==> src/rtl/tmds_encoder_multi.sv <==
// Multi-lane DVI/HDMI TMDS 8b/10b encoder: stage 1 picks the XOR/XNOR transition-minimised word,
// stage 2 applies DC balancing, control-period symbols or the per-lane raw-symbol bypass.
module tmds_encoder_multi #(
   parameter int unsigned CHANNELS   = 3,
   parameter int unsigned RAW_ENABLE = 1
) (
   input  logic                     clk_pixel,
   input  logic                     resetn,
   input  logic [8*CHANNELS-1:0]    in_data,
   input  logic [2*CHANNELS-1:0]    in_ctrl,
   input  logic                     in_blank,
   input  logic [CHANNELS-1:0]      in_raw_en,
   input  logic [10*CHANNELS-1:0]   in_raw,
   output logic [10*CHANNELS-1:0]   out_symbol
);

   localparam bit RawOn = (RAW_ENABLE != 0);

   function automatic logic [3:0] f_ones8(input logic [7:0] v);
      logic [3:0] n;
      n = 4'd0;
      for (int i = 0; i < 8; i++) n = n + {3'b000, v[i]};
      return n;
   endfunction

   for (genvar g = 0; g < CHANNELS; g++) begin : g_lane
      logic [7:0]        w_d;
      logic [3:0]        w_n1d;
      logic [8:0]        w_qm;
      logic [8:0]        r_qm;
      logic              r_blank;
      logic [1:0]        r_ctrl;
      logic              r_raw_en;
      logic [9:0]        r_raw;
      logic [3:0]        w_n1;
      logic [3:0]        w_n0;
      logic signed [4:0] w_bal;
      logic signed [4:0] r_cnt;
      logic signed [4:0] w_cnt_d;
      logic [9:0]        r_sym;
      logic [9:0]        w_sym_d;

      assign w_d = in_data[8*g +: 8];

      always_comb begin
         logic [8:0] v_qm;
         w_n1d   = f_ones8(w_d);
         v_qm    = '0;
         v_qm[0] = w_d[0];
         if (w_n1d > 4'd4 || (w_n1d == 4'd4 && !w_d[0])) begin
            for (int b = 1; b < 8; b++) v_qm[b] = ~(v_qm[b-1] ^ w_d[b]);
            v_qm[8] = 1'b0;
         end else begin
            for (int b = 1; b < 8; b++) v_qm[b] = v_qm[b-1] ^ w_d[b];
            v_qm[8] = 1'b1;
         end
         w_qm = v_qm;
      end

      always_ff @(posedge clk_pixel) begin
         if (!resetn) begin
            r_qm     <= '0;
            r_blank  <= 1'b1;
            r_ctrl   <= 2'b00;
            r_raw_en <= 1'b0;
            r_raw    <= '0;
         end else begin
            r_qm     <= w_qm;
            r_blank  <= in_blank;
            r_ctrl   <= in_ctrl[2*g +: 2];
            r_raw_en <= RawOn & in_raw_en[g];
            r_raw    <= in_raw[10*g +: 10];
         end
      end

      // w_bal is n1-n0 of the stage-1 word; all disparity math stays in 5-bit signed.
      always_comb begin
         w_n1    = f_ones8(r_qm[7:0]);
         w_n0    = 4'd8 - w_n1;
         w_bal   = $signed({1'b0, w_n1}) - $signed({1'b0, w_n0});
         w_sym_d = 10'h354;
         w_cnt_d = r_cnt;
         if (r_raw_en) begin
            w_sym_d = r_raw;
         end else if (r_blank) begin
            unique case (r_ctrl)
               2'b00:   w_sym_d = 10'h354;
               2'b01:   w_sym_d = 10'h0AB;
               2'b10:   w_sym_d = 10'h154;
               default: w_sym_d = 10'h2AB;
            endcase
            w_cnt_d = 5'sd0;
         end else if (r_cnt == 5'sd0 || w_n1 == w_n0) begin
            w_sym_d = {~r_qm[8], r_qm[8], r_qm[8] ? r_qm[7:0] : ~r_qm[7:0]};
            w_cnt_d = r_qm[8] ? r_cnt + w_bal : r_cnt - w_bal;
         end else if ((r_cnt > 5'sd0 && w_n1 > w_n0) || (r_cnt < 5'sd0 && w_n0 > w_n1)) begin
            w_sym_d = {1'b1, r_qm[8], ~r_qm[7:0]};
            w_cnt_d = r_cnt + (r_qm[8] ? 5'sd2 : 5'sd0) - w_bal;
         end else begin
            w_sym_d = {1'b0, r_qm[8], r_qm[7:0]};
            w_cnt_d = r_cnt - (r_qm[8] ? 5'sd0 : 5'sd2) + w_bal;
         end
      end

      always_ff @(posedge clk_pixel) begin
         if (!resetn) begin
            r_sym <= 10'h354;
            r_cnt <= 5'sd0;
         end else begin
            r_sym <= w_sym_d;
            r_cnt <= w_cnt_d;
         end
      end

      assign out_symbol[10*g +: 10] = r_sym;
   end

endmodule

==> config.mk <==
export PLATFORM = sky130hd
export DESIGN_NAME = tmds_encoder_multi
export DESIGN_NICKNAME = d
export VERILOG_FILES = /design/src/rtl/tmds_encoder_multi.sv
export SDC_FILE = /design/constraint.sdc
export NUM_CORES = 1
export LEC_CHECK = 0
export CORE_MARGIN = 1.5
export CORE_UTILIZATION = 57
export CTS_CLUSTER_SIZE = 40
export DETAILED_ROUTE_END_ITERATION = 10
export HOLD_SLACK_MARGIN = 0.15
export PLACE_DENSITY = 0.86
export SLEW_MARGIN = 25
export SYNTH_ARGS = -nofsm -noshare
export SYNTH_HDL_FRONTEND = slang
export SYNTH_SLANG_ARGS = --single-unit
==> constraint.sdc <==
create_clock -name clk_pixel -period 6.98 [get_ports clk_pixel]
set_input_delay 1.396 -clock clk_pixel [delete_from_list [all_inputs] [get_ports clk_pixel]]
set_output_delay 1.396 -clock clk_pixel [all_outputs]
set_load 0.01 [all_outputs]
==> results.sh <==
export IMPL_synth_area_sq_um=7656
export IMPL_syn_area_per_cell_sq_um=9.523
export IMPL_multi_input_comb_area_sq_um=4836
export IMPL_post_cts_buffers=0
export IMPL_antenna_found_initial=0
export IMPL_final_util_pct=68.09
export IMPL_fin_crit_sh_pct=78.45
export IMPL_dieArea_sq_um=14140
export IMPL_end_kind="register"
export IMPL_hold_ws_ns=0.4692
export IMPL_synthFlopType="dfxtp_1"
export IMPL_cts_buffer_depth=2
export IMPL_clock_latency_ns=0.36
export IMPL_grt_pass1_wl_mm=25.47
export IMPL_path_class="register to register"
export IMPL_synth_cell_types=71
export IMPL_relSlewSlack_pct=39.75
export IMPL_synth_nets=981
export IMPL_root_buffer="clkbuf_16"
export IMPL_avgRoutedWirePerCell_um=13.98
export IMPL_period_minus_slack_ns=5.476
export IMPL_port_buffers=95
export IMPL_seq_area_sq_um=2242
export IMPL_antenna_cells=0
export IMPL_die_y_um=118.9
export IMPL_final_setup_skew_ns=0.009399
export IMPL_final_nets=1057
export IMPL_grt_pass1_vias=5560
export IMPL_final_max_slew_violation_count=0
export IMPL_syn_inst=804
export IMPL_place_congestion=0.8356
export IMPL_cts_buffers=9
export IMPL_cp_start_kind="register"
export IMPL_num_fill_cells=1015
export IMPL_yosys_warnings=0
export IMPL_cp_required_ns=7.23
export IMPL_syn_to_final_growth_pct=17.31
export IMPL_rows=42
export IMPL_coreArea_sq_um=13190
export IMPL_rsz0062_at_grt="false"
export IMPL_synth_edf_count=0
export IMPL_ys_seq_elements=112
export IMPL_grt_util_all_layers_pct=22.20
export IMPL_drt_iter0_markers=249
export IMPL_drc=0
export IMPL_synth_top_cell_area_share_pct=29.29
export IMPL_worst_slew_pin_slew_ns=0.9004
export IMPL_path_clk_slew_ns=0.08
export IMPL_crit_arrival_ns=5.72
export IMPL_start_util_pct=58.04
export IMPL_place_hpwl_mm=11.16
export IMPL_vias=5499
export IMPL_overflow=0
export IMPL_io_pin_count=96
export IMPL_report_final_hold_viol_count=0
export IMPL_crit_fanout=10
export IMPL_hold_buffers=0
export IMPL_dieWidth_um=118.9
export IMPL_post_place_ws_ns=1.375
export IMPL_ys_seq_area_share_pct=29.29
export IMPL_ant_nets=0
export IMPL_htreeDepth=3
export IMPL_via_per_inst=5.183
export IMPL_tritoncts="yes"
export IMPL_grt_max_degree=106
export IMPL_async_flop_share_pct=0
export IMPL_hold_class="register to register"
export IMPL_fmax_ghz=0.1826
export IMPL_clock_sinks=112
export IMPL_cts_resized=0
export IMPL_status="completed"
export IMPL_tns_ns=0
export IMPL_yosysTopAreaCell="dfxtp_1"
export IMPL_setup_ws_ns=1.504
export IMPL_routed_wl_mm=14.83
export IMPL_ys_top_cells_by_area="dfxtp_1, ha_1, fa_1, xnor2_1, inv_1"
export IMPL_dr_pass1_iters=5
export IMPL_cap_viol_max_count=0
export IMPL_drive_gt1_share_pct=5.424
export IMPL_setup_viol=0
==> worst max-delay path, cell delays in order (launching register included) <==
cell       delay, ns
dfxtp_1         0.31
inv_1           0.06
fa_1            0.57
fa_1            0.43
fa_1            0.43
inv_1           0.06
ha_1            0.15
inv_1           0.05
fa_1            0.71
nand2b_1        0.17
ha_1            0.44
nand2b_1        0.08
a21o_1          0.21
and2_1          0.19
xor2_1          0.17
ha_1            0.34
o21a_1          0.15
o41ai_1         0.25
a2bb2oi_1       0.26
mux2i_1         0.23
a31oi_1         0.10
==> metal layers <==
layer  wire, um  share of wire, %  track usage, %  up-vias
met1       6884                46           29.41     2579
met3        643               4.3           4.071       11
met4        155               1.0           6.024        0
met2       7149                48           37.43      131
met5          0                 0               0        -
li1           -                 -               -     2778
==> cell type report <==
class	count	share of cell area [%]
clock buffers	10	2.549
clock inverters	6	0.8498
inverters	113	4.723
multi-input cells	548	53.85
flip-flops and latches	112	24.97
well taps	176	2.452
repair buffers	96	10.62
==> path summary, 6_finish.rpt <==
path / start / endpoint / slack, ns / cells after the start
setup / recovery: g_lane[0].r_qm[0] / g_lane[0].r_cnt[4] / 1.50 / 20
hold / removal: g_lane[0].r_raw[8] / g_lane[0].r_sym[8] / 0.47 / 2
hold reg to reg: g_lane[0].r_raw[8] / g_lane[0].r_sym[8] / 0.47 / 2
setup reg to reg: g_lane[0].r_qm[0] / g_lane[0].r_cnt[4] / 1.50 / 20
==> synth_stat cells, types with 5 or more instances <==
cell type	n
xnor2_1	51
nand2b_1	8
a21boi_1	5
and2_1	67
mux2i_1	11
a22oi_1	13
o211ai_1	8
xnor2_2	7
a31oi_1	6
nor2b_1	24
ha_1	72
clkbuf_1	25
nor2_1	29
a221oi_1	10
a21o_1	11
nand2_1	26
inv_1	113
fa_1	39
dfxtp_1	112
o21ai_0	17
nand3_1	11
a221o_1	5
xor2_1	20
a21oi_1	26
or3_1	8
==> cell usage in the layout, fill, tap and decap left out, types with 9 or more instances in the layout <==
cell             instances
clkdlybuf4s50_1         94
ha_1                    72
clkbuf_16                9
fa_1                    39
xor2_1                  20
a21o_1                  11
and2_1                  67
nand3_1                 11
nor2_1                  28
a21oi_1                 26
mux2i_1                 11
xnor2_1                 51
a22oi_1                 13
nor2b_1                 24
dfxtp_1                112
inv_1                  113
o21ai_0                 17
a221oi_1                10
nand2_1                 26
==> kinds of logic after synthesis <==
logic type / count (synthesis) / synth area share [%]
simple gates: 203 / 15.25
buf+inv: 144 / 7.583
compound gates: 133 / 12.45
flops: 112 / 29.29
fa+ha+maj: 111 / 21.96
xor+xnor: 82 / 10.75
mux: 19 / 2.713
==> metrics by stage <==
stage                     instance area [sq um]  std cells
final                                      8981       1061
after floorplan                            7656        804
after detailed placement                   8673       1045
after global routing                       8981       1061
after CTS                                  8979       1061
after global placement                     8673       1045
==> sequential cells by signal, indices dropped and copies added (netlist names) <==
signal	flops
g_lane.r_cnt	15
g_lane.r_qm	27
g_lane.r_raw_en	3
g_lane.r_ctrl	6
g_lane.r_raw	30
g_lane.r_blank	1
g_lane.r_sym	30
Power is left out: the tool's default activity adds up to more than one toggle a clock period on the data nets, which glitch-free logic cannot reach.
